===== src/rtl/tt_pkg.sv =====
// Shared types and constants for the runtime-loadable truth-table engine.
// Holds the engine state encoding, legal parameter ranges and depth helper.
package tt_pkg;

    typedef enum logic [1:0] {
        TT_EMPTY   = 2'd0,
        TT_LOADING = 2'd1,
        TT_RUN     = 2'd2
    } tt_state_e;

    localparam int N_IN_MIN  = 1;
    localparam int N_IN_MAX  = 8;
    localparam int N_OUT_MIN = 1;
    localparam int N_OUT_MAX = 32;

    function automatic int tt_depth(input int n_in);
        return 1 << n_in;
    endfunction

    function automatic bit tt_params_legal(input int n_in, input int n_out);
        return (n_in >= N_IN_MIN) && (n_in <= N_IN_MAX) &&
               (n_out >= N_OUT_MIN) && (n_out <= N_OUT_MAX);
    endfunction

endpackage


===== src/rtl/tt_table_ram.sv =====
// 2^N_IN x N_OUT register array: one synchronous write port, one
// combinational read port, cleared to zero by the asynchronous reset.
module tt_table_ram
    import tt_pkg::*;
#(
    parameter int N_IN  = 3,
    parameter int N_OUT = 4
) (
    input  logic             clk,
    input  logic             rst,
    input  logic             we,
    input  logic [N_IN-1:0]  waddr,
    input  logic [N_OUT-1:0] wdata,
    input  logic [N_IN-1:0]  raddr,
    output logic [N_OUT-1:0] rdata
);

    localparam int DEPTH = tt_depth(N_IN);

    logic [N_OUT-1:0] mem [DEPTH];

    // NOTE: the array is reset on purpose: a partial table must never survive
    // a reset, so this stays flops rather than a RAM macro.
    always_ff @(posedge clk or posedge rst) begin
        if (rst) begin
            for (int i = 0; i < DEPTH; i++) begin
                mem[i] <= '0;
            end
        end else if (we) begin
            mem[waddr] <= wdata;
        end
    end

    assign rdata = mem[raddr];

endmodule


===== src/rtl/truth_table_engine.sv =====
// Runtime-loadable truth table: serial config load, then table lookups
// through a valid/ready pipeline with one registered output stage.
module truth_table_engine
    import tt_pkg::*;
#(
    parameter int N_IN  = 3,
    parameter int N_OUT = 4
) (
    input  logic             clk,
    input  logic             rst,
    input  logic             cfg_start,
    input  logic             cfg_valid,
    input  logic [N_OUT-1:0] cfg_data,
    output logic             cfg_ready,
    output logic             table_ok,
    input  logic             in_valid,
    input  logic [N_IN-1:0]  in_vec,
    output logic             in_ready,
    output logic             out_valid,
    output logic [N_OUT-1:0] out_word,
    input  logic             out_ready
);

    localparam int             DEPTH     = tt_depth(N_IN);
    localparam bit             CFG_LEGAL = tt_params_legal(N_IN, N_OUT);
    localparam logic [N_IN:0]  IDX_LAST  = (N_IN + 1)'(DEPTH - 1);
    localparam logic [N_IN:0]  IDX_ONE   = (N_IN + 1)'(1);

    tt_state_e        state_q, state_d;
    logic [N_IN:0]    idx_q, idx_d;
    logic             mem_we;
    logic [N_OUT-1:0] rd_word;
    logic             in_accept;

    // NOTE: state registers use non-blocking assignments so every flop
    // samples the pre-edge values of the others.
    always_ff @(posedge clk or posedge rst) begin
        if (rst) begin
            state_q <= TT_EMPTY;
            idx_q   <= '0;
        end else begin
            state_q <= state_d;
            idx_q   <= idx_d;
        end
    end

    // NOTE: every output of this block is defaulted first so no path can
    // leave one unassigned and infer a latch.
    always_comb begin
        state_d = state_q;
        idx_d   = idx_q;
        mem_we  = 1'b0;
        case (state_q)
            TT_EMPTY, TT_RUN: begin
                if (cfg_start) begin
                    state_d = TT_LOADING;
                    idx_d   = '0;
                end
            end
            TT_LOADING: begin
                // A restart wins over a word offered in the same cycle.
                if (cfg_start) begin
                    idx_d = '0;
                end else if (cfg_valid) begin
                    mem_we = 1'b1;
                    idx_d  = idx_q + IDX_ONE;
                    if (idx_q == IDX_LAST) begin
                        state_d = TT_RUN;
                    end
                end
            end
            default: state_d = TT_EMPTY;
        endcase
    end

    assign cfg_ready = (state_q == TT_LOADING);
    assign table_ok  = CFG_LEGAL && (state_q == TT_RUN);
    assign in_ready  = (state_q == TT_RUN) && (!out_valid || out_ready);
    assign in_accept = in_valid && in_ready;

    tt_table_ram #(
        .N_IN  (N_IN),
        .N_OUT (N_OUT)
    ) u_table (
        .clk   (clk),
        .rst   (rst),
        .we    (mem_we),
        .waddr (idx_q[N_IN-1:0]),
        .wdata (cfg_data),
        .raddr (in_vec),
        .rdata (rd_word)
    );

    // A pending word is held across a reload until downstream takes it.
    always_ff @(posedge clk or posedge rst) begin
        if (rst) begin
            out_valid <= 1'b0;
            out_word  <= '0;
        end else if (in_accept) begin
            out_valid <= 1'b1;
            out_word  <= rd_word;
        end else if (out_ready) begin
            out_valid <= 1'b0;
        end
    end

endmodule


===== config.mk =====
export PLATFORM = sky130hd
export DESIGN_NAME = truth_table_engine
export DESIGN_NICKNAME = d
export VERILOG_FILES = /design/src/rtl/tt_pkg.sv /design/src/rtl/tt_table_ram.sv /design/src/rtl/truth_table_engine.sv
export SDC_FILE = /design/constraint.sdc
export NUM_CORES = 1
export LEC_CHECK = 0
export ABC_AREA = 1
export CAP_MARGIN = 20
export CORE_UTILIZATION = 51
export CTS_CLUSTER_DIAMETER = 120
export DETAILED_ROUTE_END_ITERATION = 8
export GPL_TIMING_DRIVEN = 0
export PLACE_DENSITY_LB_ADDON = 0.05
export SLEW_MARGIN = 20
export SYNTH_ARGS = -nofsm -noshare
export SYNTH_HDL_FRONTEND = slang
export SYNTH_SLANG_ARGS = --single-unit
export TNS_END_PERCENT = 20

===== constraint.sdc =====
create_clock -name clk -period 1.32 [get_ports clk]
set_input_delay 0.264 -clock clk [delete_from_list [all_inputs] [get_ports clk]]
set_output_delay 0.264 -clock clk [all_outputs]
set_load 0.02 [all_outputs]

[After elaboration in Yosys (flattened, before gate mapping)]
Index checks and enable logic that the tools add are counted.
Word-level totals
  bits in registers: 43
  bits in latches: 0
  memory bits (writable): 0
  ROM bits: 0
  word-level logic and storage cells: 57
  memories kept: 0
Cells by class
  add/subtract/negate cells: 1
  multipliers: 0
  div/mod/pow operators: 0
  $lt $le $gt $ge: 3
  eq/ne operators: 8
  shift-type cells: 0
  muxes and demuxes: 20
  bitwise operators: 2
  reduce and logical (&&, ||, !) cells: 11
Operators with widths (count)
  bitwise mux 32 bit: 1
  two-way mux 4 bit: 6
  binary-select mux 4 bit (select 3 bit): 1
  demux 4 bit (select 3 bit): 1
  greater-or-equal comparator 4 bit, second input constant: 2
  two-way mux 2 bit: 4
  NOT 3 -> 4 bit: 2
  case mux 4 bit (2 select lines): 1
  inequality test 2 bit, second input constant: 3
  two-way mux 1 bit: 5
  adder 4 x 1 -> 4 bit, second input constant: 1
  equality test 4 x 3 -> 1 bit, second input constant: 1
  less-than comparator 4 x 1 -> 1 bit, second input constant: 1
  case mux 2 bit (2 select lines): 1
  AND reduction 4 bit: 1
  nonzero test 2 bit: 2
  logical AND 1 bit: 3
  inequality test 3 bit, second input constant: 1
  AND reduction 3 bit: 1
  equality test 2 x 1 -> 1 bit, second input constant: 1
  equality test 2 bit, second input constant: 1
  zero test 2 bit: 1
  inequality test 2 x 1 -> 1 bit, second input constant: 1
  OR reduction 2 bit: 1
  other kinds (2): 2

[Depth between registers and ports, before layout]
  depth after elaboration: 6
  gate-level depth with buffers: 8
  depth with buffers taken out: 8

[By module]
From an unflattened synthesis, not the netlist that was laid out.
Second synthesis, totals
  cells, all modules: 297
  area, all modules: 2204.6 um^2
By module, submodules not included
  tt_table_ram: times used 1, cells each 225, area each 1626.6 um^2
  truth_table_engine: times used 1, cells each 72, area each 578.1 um^2

[Worst setup path before layout]
No wires, ideal clock.
  path kind: reg-to-reg
  from: register out_valid
  to: register out_word[0]
  setup time: 0.065 ns
  arrival: 1.304 ns
  slack: -0.049 ns
  stages on the path, launching flop included: 8
  clock period less this slack: 1.369 ns
  path through: dfrtp_1 > inv_1 > nor2_1 > nor2_1 > nand2_1 > inv_2 > nand3_1 > nand2_1
On the way
  longest elaborated chain between the ends: 4
RTL lines
  start, declared: RTL line truth_table_engine.sv:19  | output logic out_valid,
  start signal, assigned: RTL line truth_table_engine.sv:97  | out_valid <= 1'b0;
  start signal, assigned: RTL line truth_table_engine.sv:100  | out_valid <= 1'b1;
  start signal, assigned: RTL line truth_table_engine.sv:103  | out_valid <= 1'b0;
  zero test 1 bit: RTL line truth_table_engine.sv:78  | assign in_ready = (state_q == TT_RUN) && (!out_valid || out_ready);
  logical OR 1 bit: RTL line truth_table_engine.sv:78
  logical AND 1 bit: RTL line truth_table_engine.sv:78
  named net in_ready: RTL line truth_table_engine.sv:18  | output logic in_ready,
  logical AND 1 bit: RTL line truth_table_engine.sv:79  | assign in_accept = in_valid && in_ready;
  end signal, assigned: RTL line truth_table_engine.sv:101  | out_word <= rd_word;
  end, declared: RTL line truth_table_engine.sv:20  | output logic [N_OUT-1:0] out_word,
The timed path passes the listed nets, and every way through them passes these cells.
A chain may end at the register's enable or synchronous reset.

[Final worst setup path]
  from: register state_q[0]
  to: output in_ready
On the way
  longest elaborated chain between the ends: 2
RTL lines
  start, declared: RTL line truth_table_engine.sv:29  | tt_state_e state_q, state_d;
  start signal, assigned: RTL line truth_table_engine.sv:42  | state_q <= state_d;
  equality test 2 bit: RTL line truth_table_engine.sv:78
  logical AND 1 bit: RTL line truth_table_engine.sv:78
  end, declared: RTL line truth_table_engine.sv:18
No other way between the ends.

==> impl_metrics.yaml <==
cells_and_area:
  antenna_cells: 0
  area_delta_synth_final_pct: 19.8
  fillerInstances: 368
  drive_above_1_share_pct: 16.4
  nets: 312
  final_cell_mix: "85 x nand2_1, 42 x dfrtp_1, 35 x inv_1"
  fin_util_pct: 63.2
  final_common_cell: "nand2_1"
timing:
  setup_viol: 3
  drv_slew: 0
  slew_headroom_pct: 72.6
  hold_ws_ns: 0.254
  setup_slack_ns: -0.0440
  hold_violations: 0
  tightest_slew_ns: 0.408
  period_needed_ns: 1.36
  rsz0062_at_grt: "yes"
  period_share_pct: 103
  max_freq_ghz: 0.733
  clock_skew_ns: 0.00753
worst_setup_path:
  path_class: "reg2out"
  crit_fanout: 3
  arrival_ns: 1.10
  cp-start-kind: "register"
  critPathLaunch: "state_q[0]"
  r2r-end: "u_table.mem[21]"
  required_ns: 1.06
  critPathCaptureType: "primary output"
  r2r_cells: 8
  reg2reg_from: "state_q[1]"
  crit_end: "in_ready"
  rrSetupSlack_ns: 0.04
cts:
  path_clk_slew_ns: 0.08
  clock-sinks: 43
  clkLatencyLatePin_ns: 0.30
  cts_tree: "done"
  cts_buffers: 5
  clk_path_buf_depth: 2
  clock-root-buffer: "clkbuf_8"
  cts-hold-fix-buffers: 0
  htreeDepth: 2
synth:
  ys_warn_count: 0
  syn-num-nets: 285
  synthCells: 271
  synth_cell_types: 23
  avgSynthCellArea_um2: 7.79
  synth_seq_area_share_pct: 50.9
  syn_area_um2: 2110
  synth-seq-cells: 43
floorplan:
  core_area_um2: 4000
  start_util_pct: 52.8
  die-area_um2: 4400
  ios: 21
  die_h_um: 66.4
  die_w_um: 66.4
  rows: 23
global_route:
  grt_pass1_vias: 1511
  gr-total-overflow: 0
  grt_usage_pct: 22.7
  grt_max_degree: 28
  antenna_found_initial: 0
  grt_pass1_wl_mm: 7.20
run:
  cap_violations: 0
drt:
  drt-total-wl_mm: 4.43
  drtPass1Iterations: 4
  drt-initial-drc-count: 96
  via_count: 1713
  via_per_inst: 4.91
  antenna_left: 0
  drc: 0
  wl_per_cell_um: 12.7
run_status:
  violations: "negative setup slack"
  outcome: "complete, but fails checks"
pwr:
  finalPower_mw: 4.15
  ir_drop_uv: 938
  power_density_nw_per_um2: 1640
  leakagePower_nw: 1.34
placement:
  place_congestion: 0.827
  numPortBuffers: 18
  dp_hpwl_mm: 3.14
min_path:
  hold_path_class: "in2async"
[stage by stage]
stage	setup TNS, ns	area [um^2]	setup slack, ns	std cells
5_1_grt	-1.16	2530	-0.101	349
2_1_floorplan	0	2110	0.0533	271
3_5_place_dp	-9.45	2380	-0.429	340
3_3_place_gp	-45.50	2360	-0.848	339
6_report	-0.107	2530	-0.0440	349
4_1_cts	-0.136	2460	-0.0675	348
[registers in the layout, summed over array words and instances, names as in the netlist]
register,flops
idx_q,4
out_valid,1
out_word,4
state_q,2
u_table.mem,32
[per-layer routing]
layer	GRT usage, %	up-vias	share of wire [%]
li1	-	902	-
met1	32.0	765	48
met2	34.3	39	46
met3	5.34	7	4.8
met4	7.18	0	1.6
met5	0	-	0
[repair_timing]
| action | in CTS | in global routing |
|---|---|---|
| endpoints found under the hold margin | 0 | 0 |
| gates resized for setup | 24 | 17 |
| buffers inserted | 0 | 1 |
| pin swaps | 1 | 0 |
| endpoints found under the setup margin | 12 | 37 |
[cell type report]
class	count	area, um^2	area share (%)
well taps	50	62.6	2.47
flip-flops and latches	43	1080	42.6
plain buffers	4	21.3	0.841
multi-input cells	180	922	36.4
inverters	44	168	6.63
repair buffers	20	198	7.81
clock inverters	1	5.00	0.198
clock buffers	7	76.3	3.02
[cells by family (layout without fill, tap and decap cells)]
kind of cell	count (synthesis)	after routing	share of synthesized area, %
AND/OR/NAND/NOR	140	140	30.0
buffers and inverters	48	76	8.95
AO/OA/AOI/OAI	39	39	9.54
adder cells (fa/ha/maj)	1	1	0.592
flip-flops	43	43	50.9
[synth_stat cells (all sizes together)]
master | instances | area [um^2]
nand2 | 101 | 407
inv | 44 | 168
dfrtp | 43 | 1080
o21ai | 37 | 189
nand3 | 25 | 125
nor2 | 8 | 65.1
nor3 | 5 | 30.0
buf | 3 | 17.5
a21oi | 1 | 5.00
a22oi | 1 | 7.51
clkbuf | 1 | 3.75
ha | 1 | 12.5
nand4 | 1 | 6.26
[critical path, stage by stage, from the launching register on]
cell	delay, ns
dfrtp_1	0.43
inv_1	0.08
nand2_2	0.08
nor2_4	0.10
buf_6	0.12
[power by group]
part,internal (mW),switching (mW)
Combinational,0.528,0.776
Sequential,1.75,0.281
Clock,0.372,0.441
[how the worst min path moves through the flow]
stage	from	end	slack, ns	cells after the start
floorplan	out_ready	out_valid	0.36	1
global placement	out_word[2]	out_word[2]	0.47	2
detailed placement	out_word[0]	out_word[0]	0.47	2
CTS	rst	out_valid	0.27	2
global route	rst	out_valid	0.30	2
finish	rst	out_valid	0.25	2
No activity file was read; power rests on OpenSTA's default activity.
